### src/rtl/sum_compare_pipe_if.sv
// Operand/result handshake bundle for sum_compare_pipe.
// The master drives operand sets and accepts results; the slave is the compare pipeline.
interface sum_compare_pipe_if #(
  parameter int W     = 3,
  parameter int N_OPS = 2
);
  localparam int SW = W + $clog2(N_OPS);

  logic               in_valid;
  logic               in_ready;
  logic [N_OPS*W-1:0] in_a;
  logic [N_OPS*W-1:0] in_b;
  logic [1:0]         in_mode;
  logic               out_valid;
  logic               out_ready;
  logic               out_res;
  logic [SW-1:0]      out_sum_a;
  logic [SW-1:0]      out_sum_b;

  modport master (
    output in_valid, in_a, in_b, in_mode, out_ready,
    input  in_ready, out_valid, out_res, out_sum_a, out_sum_b
  );

  modport slave (
    input  in_valid, in_a, in_b, in_mode, out_ready,
    output in_ready, out_valid, out_res, out_sum_a, out_sum_b
  );
endinterface

### src/rtl/sum_compare_pipe.sv
// Two-stage pipelined compare of sum(A operands) against sum(B operands), with a saturating hit counter.
// Define APPROX_LSB_EN to drop TRUNC LSBs of every operand before summation.
module sum_compare_pipe #(
  parameter int W     = 3,
  parameter int N_OPS = 2,
  parameter int CNT_W = 16,
  parameter int TRUNC = 1
) (
  input  logic                  clk,
  input  logic                  rst_n,
  sum_compare_pipe_if.slave     bus,
  input  logic                  cnt_clr,
  output logic [CNT_W-1:0]      hit_cnt
);
  localparam int SW = W + $clog2(N_OPS);
`ifdef APPROX_LSB_EN
  localparam bit APPROX = 1'b1;
`else
  localparam bit APPROX = 1'b0;
`endif
  // Operands are shifted down before the adder so the dropped bits never reach it.
  localparam int DROP = APPROX ? TRUNC : 0;

  typedef enum logic [1:0] {
    MODE_GT = 2'b00,
    MODE_GE = 2'b01,
    MODE_EQ = 2'b10,
    MODE_LT = 2'b11
  } mode_e;

  logic          s1_valid, s2_valid;
  logic [SW-1:0] s1_sum_a, s1_sum_b, s2_sum_a, s2_sum_b;
  mode_e         s1_mode;
  logic          s2_res;
  logic          s1_en, s2_en;
  logic [SW-1:0] part_a, part_b, sum_a_c, sum_b_c;
  logic          cmp_c;

  // Handshake: a transfer happens on a rising edge where valid && ready; a stage
  // advances when it is empty or its successor advances, so ready never depends on valid.
  assign s2_en        = !s2_valid || bus.out_ready;
  assign s1_en        = !s1_valid || s2_en;
  assign bus.in_ready = s1_en;

  always_comb begin
    part_a = '0;
    part_b = '0;
    for (int i = 0; i < N_OPS; i++) begin
      part_a = part_a + SW'(bus.in_a[i*W +: W] >> DROP);
      part_b = part_b + SW'(bus.in_b[i*W +: W] >> DROP);
    end
    sum_a_c = part_a << DROP;
    sum_b_c = part_b << DROP;
  end

  always_comb begin
    cmp_c = 1'b0;
    case (s1_mode)
      MODE_GT: cmp_c = s1_sum_a >  s1_sum_b;
      MODE_GE: cmp_c = s1_sum_a >= s1_sum_b;
      MODE_EQ: cmp_c = s1_sum_a == s1_sum_b;
      MODE_LT: cmp_c = s1_sum_a <  s1_sum_b;
      default: cmp_c = 1'b0;
    endcase
  end

  always_ff @(posedge clk or negedge rst_n) begin
    if (!rst_n) begin
      s1_valid <= 1'b0;
      s1_sum_a <= '0;
      s1_sum_b <= '0;
      s1_mode  <= MODE_GT;
    end else if (s1_en) begin
      s1_valid <= bus.in_valid;
      if (bus.in_valid) begin
        s1_sum_a <= sum_a_c;
        s1_sum_b <= sum_b_c;
        s1_mode  <= mode_e'(bus.in_mode);
      end
    end
  end

  // Data only loads with a valid set, so held results stay stable under backpressure.
  always_ff @(posedge clk or negedge rst_n) begin
    if (!rst_n) begin
      s2_valid <= 1'b0;
      s2_res   <= 1'b0;
      s2_sum_a <= '0;
      s2_sum_b <= '0;
    end else if (s2_en) begin
      s2_valid <= s1_valid;
      if (s1_valid) begin
        s2_res   <= cmp_c;
        s2_sum_a <= s1_sum_a;
        s2_sum_b <= s1_sum_b;
      end
    end
  end

  always_ff @(posedge clk or negedge rst_n) begin
    if (!rst_n) begin
      hit_cnt <= '0;
    end else if (cnt_clr) begin
      hit_cnt <= '0;
    end else if (s2_valid && bus.out_ready && s2_res && (hit_cnt != {CNT_W{1'b1}})) begin
      hit_cnt <= hit_cnt + 1'b1;
    end
  end

  assign bus.out_valid = s2_valid;
  assign bus.out_res   = s2_res;
  assign bus.out_sum_a = s2_sum_a;
  assign bus.out_sum_b = s2_sum_b;
endmodule

### src/flat_wrapper.sv
// flat-port wrapper written by rule: the top's interface ports become plain ports
module sum_compare_pipe_flat 
#(
  parameter int W     = 3,
  parameter int N_OPS = 2,
  parameter int CNT_W = 16,
  parameter int TRUNC = 1
)
  (clk, rst_n, cnt_clr, hit_cnt, bus_in_valid, bus_in_a, bus_in_b, bus_in_mode, bus_out_ready, bus_in_ready, bus_out_valid, bus_out_res, bus_out_sum_a, bus_out_sum_b);
  sum_compare_pipe_if #(.W(W), .N_OPS(N_OPS)) bus_i ();
  input  logic clk;
  input  logic rst_n;
  input  logic cnt_clr;
  output logic [CNT_W-1:0] hit_cnt;
  input wire logic [$bits(bus_i.in_valid)-1:0] bus_in_valid;
  input wire logic [$bits(bus_i.in_a)-1:0] bus_in_a;
  input wire logic [$bits(bus_i.in_b)-1:0] bus_in_b;
  input wire logic [$bits(bus_i.in_mode)-1:0] bus_in_mode;
  input wire logic [$bits(bus_i.out_ready)-1:0] bus_out_ready;
  output wire logic [$bits(bus_i.in_ready)-1:0] bus_in_ready;
  output wire logic [$bits(bus_i.out_valid)-1:0] bus_out_valid;
  output wire logic [$bits(bus_i.out_res)-1:0] bus_out_res;
  output wire logic [$bits(bus_i.out_sum_a)-1:0] bus_out_sum_a;
  output wire logic [$bits(bus_i.out_sum_b)-1:0] bus_out_sum_b;
  assign bus_i.in_valid = bus_in_valid;
  assign bus_i.in_a = bus_in_a;
  assign bus_i.in_b = bus_in_b;
  assign bus_i.in_mode = bus_in_mode;
  assign bus_i.out_ready = bus_out_ready;
  assign bus_in_ready = bus_i.in_ready;
  assign bus_out_valid = bus_i.out_valid;
  assign bus_out_res = bus_i.out_res;
  assign bus_out_sum_a = bus_i.out_sum_a;
  assign bus_out_sum_b = bus_i.out_sum_b;
  sum_compare_pipe #(.W(W), .N_OPS(N_OPS), .CNT_W(CNT_W), .TRUNC(TRUNC)) u_core (.clk(clk), .rst_n(rst_n), .bus(bus_i), .cnt_clr(cnt_clr), .hit_cnt(hit_cnt));
endmodule
### config.mk
export PLATFORM = sky130hd
export DESIGN_NAME = sum_compare_pipe_flat
export DESIGN_NICKNAME = d
export VERILOG_FILES = /design/src/rtl/sum_compare_pipe_if.sv /design/src/rtl/sum_compare_pipe.sv /design/src/flat_wrapper.sv
export SDC_FILE = /design/constraint.sdc
export NUM_CORES = 1
export LEC_CHECK = 0
export CORE_UTILIZATION = 47
export CTS_BUF_LIST = sky130_fd_sc_hd__clkbuf_2
export CTS_CLUSTER_SIZE = 8
export DETAILED_ROUTE_END_ITERATION = 8
export GPL_ROUTABILITY_DRIVEN = 0
export PLACE_DENSITY = 0.77
export SYNTH_ARGS = -nofsm -noshare
export SYNTH_HDL_FRONTEND = slang
export SYNTH_SLANG_ARGS = --single-unit
export TNS_END_PERCENT = 1
### constraint.sdc
create_clock -name clk -period 1.55 [get_ports clk]
set_input_delay 0.465 -clock clk [delete_from_list [all_inputs] [get_ports clk]]
set_output_delay 0.465 -clock clk [all_outputs]
set_load 0.05 [all_outputs]
# Word-level counts from Yosys, hierarchy flattened
# Index checks and enable logic that the tools add are counted.
# Widths: inputs -> output; s select.
word_totals:
  ram_bits: 0
  mem_bits_ro: 0
  elab_cells: 34
  latch_bits: 0
  mem_count: 0
  in_bits: 19
  ff_bits: 37
classes:
  magnitude_cmp: 3
  addsub: 3
  eq_ne: 5
  mux: 3
  n_mul: 0
  reduce_logical: 11
  n_bitwise: 0
  div: 0
  shift: 0
op_table:
  columns: ["operator", "n"]
  rows:
  - ["$mux 16", 2]
  - ["$add 16x1->16 const B", 1]
  - ["$ne 16x16->1 const B", 1]
  - ["$add 3x3->4", 2]
  - ["$eq 2x2->1 const B", 2]
  - ["$eq 4x4->1", 1]
  - ["$ge 4x4->1", 1]
  - ["$gt 4x4->1", 1]
  - ["$lt 4x4->1", 1]
  - ["$pmux 1 s4", 1]
  - ["$reduce_and 2->1", 2]
  - ["$logic_and 1x1->1", 3]
  - ["$eq 2x1->1 const B", 1]
  - ["$logic_not 1->1", 2]
  - ["$logic_not 2->1", 1]
  - ["$logic_or 1x1->1", 2]
  - ["$reduce_bool 2->1", 1]

# Longest topological paths before layout
depth:
  word_depth: 5
  ltp_mapped: 6
  depth_no_buf: 6

# Worst setup path after synthesis
# OpenSTA, ideal clock, no wires.
synth_timing:
  kind: "reg-to-reg"
  from: "register u_core.s2_valid (netlist: u_core.bus.out_valid)"
  to: "register u_core.s1_sum_a[2]"
  path_stages_with_launch: 5
  required_ns: 1.415
  n_path_buf: 1
  synth_period_minus_slack_ns: 2.089
  setup_slack_ns: -0.539
  arrival_time_ns: 1.954
  setup_ns: 0.135
  cell_sequence: "dfrtp_1 > nand3b_1 > nand2_1 > clkbuf_1 > o21ai_0"
synth_between:
  elab_chain_cells: 4
synth_lines:
  columns: ["element", "line_no", "text"]
  rows:
  - ["start: declaration", "sum_compare_pipe.sv:31", "logic s1_valid, s2_valid;"]
  - ["start signal: assignment", "sum_compare_pipe.sv:91", "s2_valid <= s1_valid;"]
  - ["$logic_not 1->1", "sum_compare_pipe.sv:41", "assign s2_en = !s2_valid || bus.out_ready;"]
  - ["$logic_or 1x1->1", "sum_compare_pipe.sv:41", null]
  - ["$logic_or 1x1->1", "sum_compare_pipe.sv:42", "assign s1_en = !s1_valid || s2_en;"]
  - ["net bus_in_ready", "flat_wrapper.sv:20", "output wire logic [$bits(bus_i.in_ready)-1:0] bus_in_ready;"]
  - ["$reduce_and 2->1 (no line)", null, null]
  - ["end signal: assignment", "sum_compare_pipe.sv:76", "s1_sum_a <= sum_a_c;"]
  - ["end: declaration", "sum_compare_pipe.sv:32", "logic [SW-1:0] s1_sum_a, s1_sum_b, s2_sum_a, s2_sum_b;"]
# The timed path passes the listed nets, and every way through them passes these cells.
# A chain may end at the register's enable or synchronous reset.

# Final worst setup path
layout_timing:
  from: "input port bus_out_ready"
  to: "output port bus_in_ready"
layout_between:
  elab_chain_cells: 2
layout_lines:
  columns: ["element", "line_no", "text"]
  rows:
  - ["start: declaration", "flat_wrapper.sv:19", "input wire logic [$bits(bus_i.out_ready)-1:0] bus_out_ready;"]
  - ["$logic_or 1x1->1", "sum_compare_pipe.sv:41", null]
  - ["$logic_or 1x1->1", "sum_compare_pipe.sv:42", null]
  - ["end: declaration", "flat_wrapper.sv:20", null]
# No other way between the ends.

==> flow_metrics.py <==
metrics = {
    "outcome": {
        "status": "complete, but fails checks",
        "violations": "setup timing",
    },
    "finish": {
        "final_util_pct": 83.4,
        "antenna_cells": 0,
        "final_cell_area_mm2": 0.00338,
        "final_cell_mix": "30 x buf_12, 23 x buf_4, 22 x dfrtp_1",
        "area_growth_pct": 68.3,
        "final_common_cell": "buf_12",
        "drive_above_1_share_pct": 42.8,
        "nets": 321,
        "n_fill_cell": 201,
    },
    "timing": {
        "max_freq_mhz": 585,
        "fin_ws_ns": -0.158,
        "tightest_slew_ns": 0.339,
        "grt_setup_unrepaired": "true",
        "finalCritPeriodShare_pct": 110,
        "final_max_slew_viol_count": 0,
        "setup_viol": 23,
        "layout_min_cycle_time_ns": 1.71,
        "hold_viol": 0,
        "finClkSkew_ns": 0.00758,
        "setup_tns_ns": -1.36,
        "maxSlewHeadroom_pct": 77.1,
    },
    "global_routing": {
        "antenna_found_initial": 0,
        "gr-total-overflow": 0,
        "first_global_vias": 1922,
        "grt_pass1_wl_um": 8640,
        "grt_usage_pct": 25.5,
        "grt_max_degree": 38,
    },
    "detailed_routing": {
        "wire_per_inst_um": 17.7,
        "vias": 2015,
        "initialDrtViolationCount": 192,
        "drc": 0,
        "viasPerCell": 5.93,
        "dr.pass1.iters": 7,
        "finalWirelength_um": 6020,
        "ant_nets": 0,
    },
    "worst_setup_path": {
        "critPathMaxStageDelay_ns": 0.24,
        "crit_fanout": 2,
        "crit_family": "buffers and inverters",
        "crit_required_ns": 1.08,
        "cp-start-kind": "input port",
        "worst_path_max_delay_cell": "dlygate4sd2_1",
        "cp_cell_sequence": "dlygate4sd2_1, buf_4, nand3b_1, buf_12",
        "crit_path_end_kind": "output port",
        "crit_type": "in -> out",
        "arrival_ns": 1.24,
        "crit_buf_inv": 3,
    },
    "pwr": {
        "powerDensity_mw_per_mm2": 903,
        "p_total_mw": 3.05,
        "cellLeakagePower_nw": 1.47,
        "vdd_drop_max_mv": 0.678,
    },
    "synth": {
        "synth_nets": 230,
        "synth-edff-count": 0,
        "synth.distinct_cells": 35,
        "synth_top_family_by_area": "simple AND/OR/NAND/NOR gates",
        "synthCells": 198,
        "ys_async_sr_fraction_pct": 100,
        "ys_seq_elements": 37,
        "synth_top_cell_by_area": "dfrtp_1",
        "synthSimpleGateAreaFrac_pct": 17.5,
        "yosysWarnings": 0,
        "synth_fa_ha_area_share_pct": 8.84,
        "synth_compound_area_share_pct": 14.1,
        "ys_seq_area_share_pct": 46.0,
        "yosysTopAreaCellShare_pct": 46.0,
        "syn_avg_cell_area_um2": 10.2,
        "ys.flop_type": "dfrtp_1",
        "synthXorXnorAreaFrac_pct": 1.31,
        "synth.mux.area_fraction_pct": 7.78,
        "synth.area.top_cells": "dfrtp_1 46%, mux2_2 7.3%, ha_1 6.8%",
        "synth_area_mm2": 0.00201,
    },
    "place": {
        "port_buffers": 45,
        "dpl.hpwl_um": 3890,
        "dpl_cell_area_mm2": 0.00313,
    },
    "clock_network": {
        "cts_tree": "done",
        "h-tree-depth": 2,
        "path_clk_slew_ns": 0.18,
        "clock_path_buffers": 2,
        "insertion_delay_ns": 0.38,
        "cts-root-buf": "clkbuf_2",
        "numCtsBuffers": 5,
        "hold_buffers": 0,
        "clock-sinks": 37,
    },
    "floorplanning": {
        "die_w_um": 67.4,
        "die_h_um": 67.4,
        "start_util_pct": 49.6,
        "die_area_mm2": 0.00454,
        "core_area_mm2": 0.00406,
        "rows": 23,
        "pin_count": 46,
    },
    "job": {
        "max_cap_violations": 0,
    },
    "worst_hold_path": {
        "min_path_type": "in -> async",
    },
}
sequential cells by signal, indices dropped and copies added, names as in the netlist:
register              count
u_core.hit_cnt           16
u_core.bus.out_sum_a      4
u_core.bus.out_sum_b      4
u_core.s1_sum_a           4
u_core.s1_sum_b           4
u_core.s1_mode            2
u_core.bus.out_res        1
u_core.bus.out_valid      1
u_core.s1_valid           1
synth_stat cells, types with 3 or more instances:
library cell  instances
nand4_1               4
ha_1                 11
a31oi_1               3
nand2b_1              3
a211oi_1              6
nand2_1              18
a21oi_1              11
nor2b_1               9
nand3_1               6
o41ai_1               4
mux2_2               13
o21ai_0              10
inv_1                14
nor2_1               13
xor2_1                3
dfrtp_1              37
a311oi_1              3
and3_1                5
report_power, final:
group	switching (mW)	internal (mW)
registers	0.118	1.09
clock network	0.319	0.275
logic	0.614	0.637
area by class of cell:
cell class,instances,area [um2],area share (%)
Tap cell,50,62.6,1.85
Sequential cell,37,945,27.9
Clock buffer,6,30.0,0.888
Clock inverter,2,33.8,0.999
Inverter,14,52.6,1.55
Multi-Input combinational cell,142,1100,32.7
Timing Repair Buffer,89,1150,34.1
path summary, 6_finish.rpt:
check,startpoint,endpoint,slack [ns],cells after the start
max,bus_out_ready,bus_in_ready,-0.16,4
min,rst_n,u_core.s1_valid,0.43,2
max in group asynchronous,rst_n,u_core.hit_cnt[7],0.92,2
min in group clk,u_core.s1_valid,u_core.bus.out_valid,0.53,1
min reg2reg,u_core.s1_valid,u_core.bus.out_valid,0.53,1
max reg2reg,u_core.hit_cnt[12],u_core.hit_cnt[12],-0.13,5
kinds of logic after synthesis:
family / Yosys count
flops: 37
simple gates: 68
compound gates: 44
buf+inv: 19
fa+ha+maj: 13
xor+xnor: 3
mux: 14
worst reg2reg max path, cell delays in order, from the launching register on:
cell and delay [ns]:
dfrtp_2 0.45, nand4_1 0.24, buf_4 0.19, o21ai_0 0.13
or4_1 0.43, a21oi_1 0.17
metrics by stage:
step / hold slack [ns] / std cells / setup WS (ns)
floorplan: 0.169 / 198 / -0.226
global placement: 0.468 / 330 / -0.622
detailed placement: 0.482 / 330 / -0.710
CTS: 0.420 / 340 / -0.178
global route: 0.409 / 340 / -0.245
finish: 0.433 / 340 / -0.158
routing by layer:
| layer | wire, um | global-route usage (%) |
|---|---|---|
| met5 | 0 | 0 |
| met4 | 239 | 6.12 |
| met3 | 417 | 5.41 |
| met2 | 3010 | 43.6 |
| met1 | 2360 | 32.7 |
repair_timing:
item / in CTS / in global routing
setup buffers: 2 / 0
endpoints found under the setup margin: 39 / 37
pin swaps: 2 / 4
cloned: 0 / 0
gates resized for setup: 27 / 15
Note: power is estimated with default switching activity, not from simulation.
